===== config.mk =====
export PLATFORM = sky130hd
export DESIGN_NAME = axis_packet_arbiter
export DESIGN_NICKNAME = d
export VERILOG_FILES = /design/src/rtl/axis_packet_arbiter.sv
export SDC_FILE = /design/constraint.sdc
export NUM_CORES = 1
export LEC_CHECK = 0
export ABC_AREA = 1
export CAP_MARGIN = 20
export CORE_MARGIN = 8
export CORE_UTILIZATION = 42
export CTS_BUF_LIST = sky130_fd_sc_hd__clkbuf_4
export DETAILED_ROUTE_END_ITERATION = 8
export PLACE_DENSITY_LB_ADDON = 0.25
export REMOVE_ABC_BUFFERS = 1
export SYNTH_ARGS = -nofsm -noshare
export SYNTH_HDL_FRONTEND = slang
export SYNTH_SLANG_ARGS = --single-unit

===== constraint.sdc =====
create_clock -name clk -period 1.65 [get_ports clk]
set_input_delay 0.33 -clock clk [delete_from_list [all_inputs] [get_ports clk]]
set_output_delay 0.33 -clock clk [all_outputs]
set_load 0.01 [all_outputs]

===== src/rtl/axis_packet_arbiter.sv =====
// rtl/axis_packet_arbiter.sv - round-robin packet arbiter merging N AXI-Stream inputs onto one registered output
module axis_packet_arbiter #(
    parameter int N_INPUTS   = 4,
    parameter int AXIS_BYTES = 1
) (
    input  logic                             clk,
    input  logic                             sresetn,
    input  logic [N_INPUTS-1:0]              axis_i_tvalid,
    output logic [N_INPUTS-1:0]              axis_i_tready,
    input  logic [N_INPUTS-1:0]              axis_i_tlast,
    input  logic [N_INPUTS*AXIS_BYTES*8-1:0] axis_i_tdata,
    output logic                             axis_o_tvalid,
    input  logic                             axis_o_tready,
    output logic                             axis_o_tlast,
    output logic [AXIS_BYTES*8-1:0]          axis_o_tdata,
    output logic [$clog2(N_INPUTS)-1:0]      grant_id,
    output logic                             grant_active
);
    localparam int GRANT_WIDTH = $clog2(N_INPUTS);
    localparam int DW          = AXIS_BYTES * 8;
    localparam logic [GRANT_WIDTH:0]   N_VAL  = (GRANT_WIDTH+1)'(N_INPUTS);
    localparam logic [GRANT_WIDTH-1:0] G_LAST = GRANT_WIDTH'(N_INPUTS - 1);
    localparam logic [GRANT_WIDTH-1:0] G_ONE  = GRANT_WIDTH'(1);

    typedef enum logic {S_IDLE, S_ACTIVE} state_t;

    state_t                   r_state;
    state_t                   w_state_nxt;
    logic [1:0]               r_rst_sync;
    logic                     w_rst_n;
    logic [GRANT_WIDTH-1:0]   r_grant;
    logic [GRANT_WIDTH-1:0]   r_rr_ptr;
    logic                     r_o_tvalid;
    logic                     r_o_tlast;
    logic [DW-1:0]            r_o_tdata;
    logic [N_INPUTS-1:0]      w_vld_rot;
    logic [GRANT_WIDTH-1:0]   w_offset;
    logic [GRANT_WIDTH:0]     w_sum;
    logic [GRANT_WIDTH-1:0]   w_pick;
    logic                     w_gnt_valid;
    logic                     w_gnt_last;
    logic [DW-1:0]            w_gnt_data;
    logic                     w_out_free;
    logic                     w_accept;
    logic [N_INPUTS-1:0]      w_ready;

    // Reset asserts asynchronously but releases two edges after sresetn rises.
    always_ff @(posedge clk or negedge sresetn) begin
        if (!sresetn) begin
            r_rst_sync <= 2'b00;
        end else begin
            r_rst_sync <= {r_rst_sync[0], 1'b1};
        end
    end
    assign w_rst_n = r_rst_sync[1];

    // Rotate requests so bit 0 is the rr_ptr input; first set bit is the winner offset.
    assign w_vld_rot = N_INPUTS'({axis_i_tvalid, axis_i_tvalid} >> r_rr_ptr);

    always_comb begin
        w_offset = '0;
        for (int i = N_INPUTS - 1; i >= 0; i--) begin
            if (w_vld_rot[i]) begin
                w_offset = GRANT_WIDTH'(i);
            end
        end
    end

    assign w_sum  = {1'b0, r_rr_ptr} + {1'b0, w_offset};
    assign w_pick = GRANT_WIDTH'((w_sum >= N_VAL) ? (w_sum - N_VAL) : w_sum);

    always_comb begin
        w_gnt_valid = 1'b0;
        w_gnt_last  = 1'b0;
        w_gnt_data  = '0;
        for (int i = 0; i < N_INPUTS; i++) begin
            if (r_grant == GRANT_WIDTH'(i)) begin
                w_gnt_valid = axis_i_tvalid[i];
                w_gnt_last  = axis_i_tlast[i];
                w_gnt_data  = axis_i_tdata[i*DW +: DW];
            end
        end
    end

    assign w_out_free = !r_o_tvalid || axis_o_tready;

    always_comb begin
        w_state_nxt = r_state;
        w_ready     = '0;
        w_accept    = 1'b0;
        case (r_state)
            S_IDLE: begin
                if (|axis_i_tvalid) begin
                    w_state_nxt = S_ACTIVE;
                end
            end
            S_ACTIVE: begin
                for (int i = 0; i < N_INPUTS; i++) begin
                    if (r_grant == GRANT_WIDTH'(i)) begin
                        w_ready[i] = w_out_free;
                    end
                end
                w_accept = w_gnt_valid && w_out_free;
                if (w_accept && w_gnt_last) begin
                    w_state_nxt = S_IDLE;
                end
            end
            default: w_state_nxt = S_IDLE;
        endcase
    end

    always_ff @(posedge clk or negedge w_rst_n) begin
        if (!w_rst_n) begin
            r_state    <= S_IDLE;
            r_grant    <= '0;
            r_rr_ptr   <= '0;
            r_o_tvalid <= 1'b0;
            r_o_tlast  <= 1'b0;
            r_o_tdata  <= '0;
        end else begin
            r_state <= w_state_nxt;
            if (r_state == S_IDLE && |axis_i_tvalid) begin
                r_grant <= w_pick;
            end
            if (w_accept && w_gnt_last) begin
                r_rr_ptr <= (r_grant == G_LAST) ? '0 : r_grant + G_ONE;
            end
            if (w_accept) begin
                r_o_tvalid <= 1'b1;
                r_o_tlast  <= w_gnt_last;
                r_o_tdata  <= w_gnt_data;
            end else if (axis_o_tready) begin
                r_o_tvalid <= 1'b0;
            end
        end
    end

    assign axis_i_tready = w_ready;
    assign axis_o_tvalid = r_o_tvalid;
    assign axis_o_tlast  = r_o_tlast;
    assign axis_o_tdata  = r_o_tdata;
    assign grant_id      = r_grant;
    assign grant_active  = (r_state == S_ACTIVE);

endmodule


# Word-level counts from Yosys, hierarchy flattened
# Cells that the tools add are included.
[op_classes]
add_sub_neg = 3
n_lt_le_gt_ge = 1
n_eq_ne = 3
n_shift = 1
muxes = 29
n_bitwise = 1
reduce_logical = 9
[op_table]
columns = ["operator", "n"]
rows = [
  ["two-way mux 8 bit", 4],
  ["two-way mux 1 bit", 17],
  ["two-way mux 2 bit", 6],
  ["right shift 8 x 2 -> 4 bit", 1],
  ["== test 2 bit (second input constant)", 2],
  ["logical AND 1 bit", 4],
  ["two-way mux 4 bit", 1],
  ["OR reduction 4 bit", 1],
  ["adder 2 x 2 -> 3 bit", 1],
  ["greater-or-equal comparator 3 bit (second input constant)", 1],
  ["adder 2 x 1 -> 2 bit (second input constant)", 1],
  ["== test 2 x 1 -> 1 bit (second input constant)", 1],
  ["logical NOT 2 bit", 1],
  ["case mux 1 bit (2 select lines)", 1],
  ["nonzero test 2 bit", 1],
  ["subtractor 2 x 1 -> 2 bit (second input constant)", 1],
  ["logical NOT 1 bit", 1],
  ["logical OR 1 bit", 1],
  ["NOT 1 bit", 1],
]
[totals]
register_bits = 17
input_bits = 43

# Logic depth before layout (Yosys ltp)
# Gate-level depths: netlist (run 1).
[logic_depth]
depth_word = 9
depth_mapped = 13
depth_no_buf = 13

# Worst setup path before layout (run 1)
# Ideal clock, no wire load.
[synth_path]
kind = "flip-flop to flip-flop"
from = "reg r_grant[1] (netlist: grant_id[1])"
to = "reg r_o_tdata[0] (netlist: axis_o_tdata[0])"
setup_time_ns = 0.121
arrival_time_ns = 1.510
setup_slack_ns = 0.019
stages_incl_launch_ff = 11
path_buffers = 2
path_cell_list = "dfrtp_1 inv_1 ha_1 buf_6 nand2_2 nand3_2 a21oi_4 inv_4 buf_6 nand2_1 o21ai_1"
[synth_via]
elab_chain_cells = 7
word_cells_on_any_way = 14
[synth_lines]
columns = ["item", "line_no", "source"]
rows = [
  ["start: declaration", "31", "logic [GRANT_WIDTH-1:0] r_grant;"],
  ["start signal: assignment", "123", "r_grant <= w_pick;"],
  ["logical NOT 2 bit", "77", "if (r_grant == GRANT_WIDTH'(i)) begin"],
  ["two-way mux 1 bit (4 in series)", "77", ""],
  ["logical AND 1 bit", "103", "w_accept = w_gnt_valid && w_out_free;"],
  ["two-way mux 1 bit", "91", "case (r_state)"],
  ["end signal: assignment", "131", "r_o_tdata <= w_gnt_data;"],
  ["end: declaration", "35", "logic [DW-1:0] r_o_tdata;"],
]
# Several ways; a longest one is shown, not always the timed one.
# A chain may end at the register's enable or synchronous reset.

# Worst setup path after layout (run 1)
[layout_path]
from = "reg r_grant[1] (netlist: grant_id[1])"
to = "reg r_rr_ptr[0]"
[layout_via]
elab_chain_cells = 8
word_cells_on_any_way = 16
[layout_lines]
columns = ["item", "line_no", "source"]
rows = [
  ["logical NOT 2 bit", "77", ""],
  ["two-way mux 1 bit (4 in series)", "77", ""],
  ["logical AND 1 bit", "103", ""],
  ["two-way mux 1 bit", "91", ""],
  ["logical AND 1 bit", "125", "if (w_accept && w_gnt_last) begin"],
  ["end signal: assignment", "126", "r_rr_ptr <= (r_grant == G_LAST) ? '0 : r_grant + G_ONE;"],
  ["end: declaration", "32", "logic [GRANT_WIDTH-1:0] r_rr_ptr;"],
]
# Several ways; a longest one is shown, not always the timed one.

==> out/qor.yml, run 1 <==
status: "finished, violations left"
violations: "negative setup slack"
cts_buffer_depth: 2
dr_wl_met3_um: 280
worst-path-max-fanout: 5
finalHoldViolCount: 0
io_buffers: 59
syn2layout_area_growth_pct: 95.5
fin_ws_ns: -0.160
min_period_ns: 1.81
worst_pin_slew_ns: 0.594
grt_pass1_vias: 1525
grt_max_degree: 19
p_leak_uw: 0.00117
drt_wl_total_um: 5050
routed-wl-met2_um: 2520
hold_class: "in -> async"
avgRoutedWirePerCell_um: 16.4
num_antenna_cells: 0
die_h_um: 69.8
dr.pass1.iters: 4
yosys_most_used_dff: "dfrtp_1"
fin_area_sq_um: 2380
place_area_sq_um: 1970
power_density_nw_per_um2: 1910
pin_count: 60
worst_ep_arrival_time_ns: 1.98
holdWs_ns: 0.197
crit_type: "reg -> reg"
synth_area_sq_um: 1220
drtIter0Drc: 57
clock_latency_ns: 0.29
yosysMostFrequentCell: "nand2_1"
via_per_inst: 5.19
synth_area_leaders: "dfrtp_1 (35%), nand2_1 (19%), o21ai_0 (7.4%)"
clk_pin_slew_worst_paths_ns: 0.08
antenna_found_initial: 0
peakVddDrop_uv: 1710
dieWidth_um: 69.8
async_reset_ff_share_pct: 100
netlist.area_leader.share_pct: 34.9
required_ns: 1.82
synth_common_cells: "nand2_1 (62), o21ai_0 (18), dfrtp_1 (17)"
drt-met1-wl_um: 2060
ys_types: 23
start_kind: "flop"
synth.avg_cell_area_sq_um: 6.80
vias: 1597
synth-seq-cells: 17
fill_cells: 160
utilization_pct: 86.3
grt_overflow: 0
multi_input_area_sq_um: 886
drcViolationCount: 0
core_sq_um: 2760
cts_tree: "built"
synth_top_area_cell: "dfrtp_1"
grt_use_total_pct: 17.1
rows: 19
fin_crit_sh_pct: 110
cts_hold_buffers: 0
setup.worst_path.end_class: "flop"
synth-seq-area-share_pct: 34.9
cts_buffers: 3
regArea_sq_um: 428
synth_edf_count: 0
worst_slew_margin_rel_pct: 60.4
dpl.hpwl_um: 3090
grt_pass1_wl_um: 6980
ys_warn_count: 0
r2r_slack_ns: -0.16
htree_levels: 1
final_antenna_net_count: 0
drv_slew: 0
dp_slack_ns: -0.448
routabilityCongestion: 0.754
setup-violations-final: 18
fmax_ghz: 0.552
dieArea_sq_um: 4880
rsz0062_at_grt: "true"
clock_sinks: 17
start_util_pct: 44.1
nNetsFinal: 326
top_layer_used: "met4"
fin_skew_ns: 0.00821
cap_violations: 0
netlist_instances: 179
layout-drive-gt1-share_pct: 42.6
root_buffer: "clkbuf_4"
## final cells by class
| type | count | area share (%) |
|---|---|---|
| repair buffers | 97 | 37.7 |
| multi-input cells | 139 | 37.2 |
| flip-flops and latches | 17 | 18.0 |
| inverters | 17 | 3.10 |
| well taps | 31 | 1.63 |
| clock buffers | 4 | 1.26 |
| repair inverters | 3 | 1.10 |
## repair_timing
item                       CTS  global route
buffers inserted             7             9
hold endpoints to repair     0             0
pin swaps                   12            21
gates resized for setup     53            67
setup endpoints to repair   20            19
cloned                       0             3
## layout by cell type (no fill, tap or decap), types with 2 or more instances in the layout
cell type and instances:
o21ai_1 5, nand2_2 18, dlygate4sd2_1 8, buf_6 11
nand2_1 43, o21ai_0 10, a21oi_2 4, inv_1 7
ha_2 3, nand3_2 6, ha_4 2, nor2_1 8
inv_4 3, clkdlybuf4s50_1 46, clkbuf_4 4, buf_2 4
dfrtp_2 2, a21oi_1 7, dfrtp_1 15, nand2_4 4
buf_4 26, inv_2 7, nand3_1 8, o21ai_2 15
## worst max-delay path, stage by stage, from the launching register on
cell     delay (ns)
dfrtp_1        0.44
inv_2          0.14
ha_4           0.15
inv_2          0.04
buf_6          0.10
o21ai_2        0.05
nand3_2        0.12
a21oi_4        0.30
buf_6          0.15
nand2_4        0.06
nand2_2        0.07
nand2_1        0.06
## routing by layer
layer | vias to the layer above | global-route usage [%]
met5 | - | 0
met1 | 745 | 19.8
met4 | 0 | 4.02
met2 | 61 | 29.9
li1 | 773 | -
met3 | 18 | 4.86
## worst paths after layout
check / from / to / cells after the start
max: grant_id[1] / r_rr_ptr[0] / 11
min: sresetn / r_rst_sync[1] / 1
max reg2reg: grant_id[1] / r_rr_ptr[0] / 11
min reg2reg: r_rst_sync[1] / axis_o_tdata[7] / 0
max in group asynchronous: r_rst_sync[1] / r_rr_ptr[0] / 0
min in group clk: r_rst_sync[0] / r_rst_sync[1] / 0
## power by group
| group | switching [uW] | total [uW] | internal [uW] |
|---|---|---|---|
| sequential | 181 | 777 | 596 |
| clock | 123 | 233 | 111 |
| combinational | 1840 | 3530 | 1690 |
| total | 2140 | 4540 | 2400 |
## sequential cells by signal (all words and copies together) (netlist names)
name,flops
axis_o_tdata,8
axis_o_tlast,1
axis_o_tvalid,1
grant_active,1
grant_id,2
r_rr_ptr,2
r_rst_sync,2
## metrics by stage
stage	instances	TNS, ns	total power (uW)
after floorplan	173	-0.369	2050
after detailed placement	285	-3.14	3110
after global routing	308	-3.06	4910
after global placement	285	-2.82	3070
final	308	-1.55	4540
after CTS	296	-0.0796	3570
## logic make-up (layout without fill, tap and decap cells)
| family | after synthesis | in the layout | share of synthesized area [%] |
|---|---|---|---|
| and+or+nand+nor | 89 | 89 | 30.1 |
| AOI/OAI and AO/OA | 43 | 43 | 19.7 |
| buffers and inverters | 23 | 121 | 9.04 |
| DFF | 17 | 17 | 34.9 |
| adders and majority gates | 5 | 5 | 5.14 |
| other | 1 | 1 | 0.308 |
| xor gates and xnor gates | 1 | 1 | 0.720 |
No activity file was read; power rests on OpenSTA's default activity.
==> run 2: changes to the inputs <==
CTS_CLUSTER_DIAMETER = 40   (was unset)
==> results of run 2 <==
No change in the layout: final DEF, timing and power equal those of run 1.
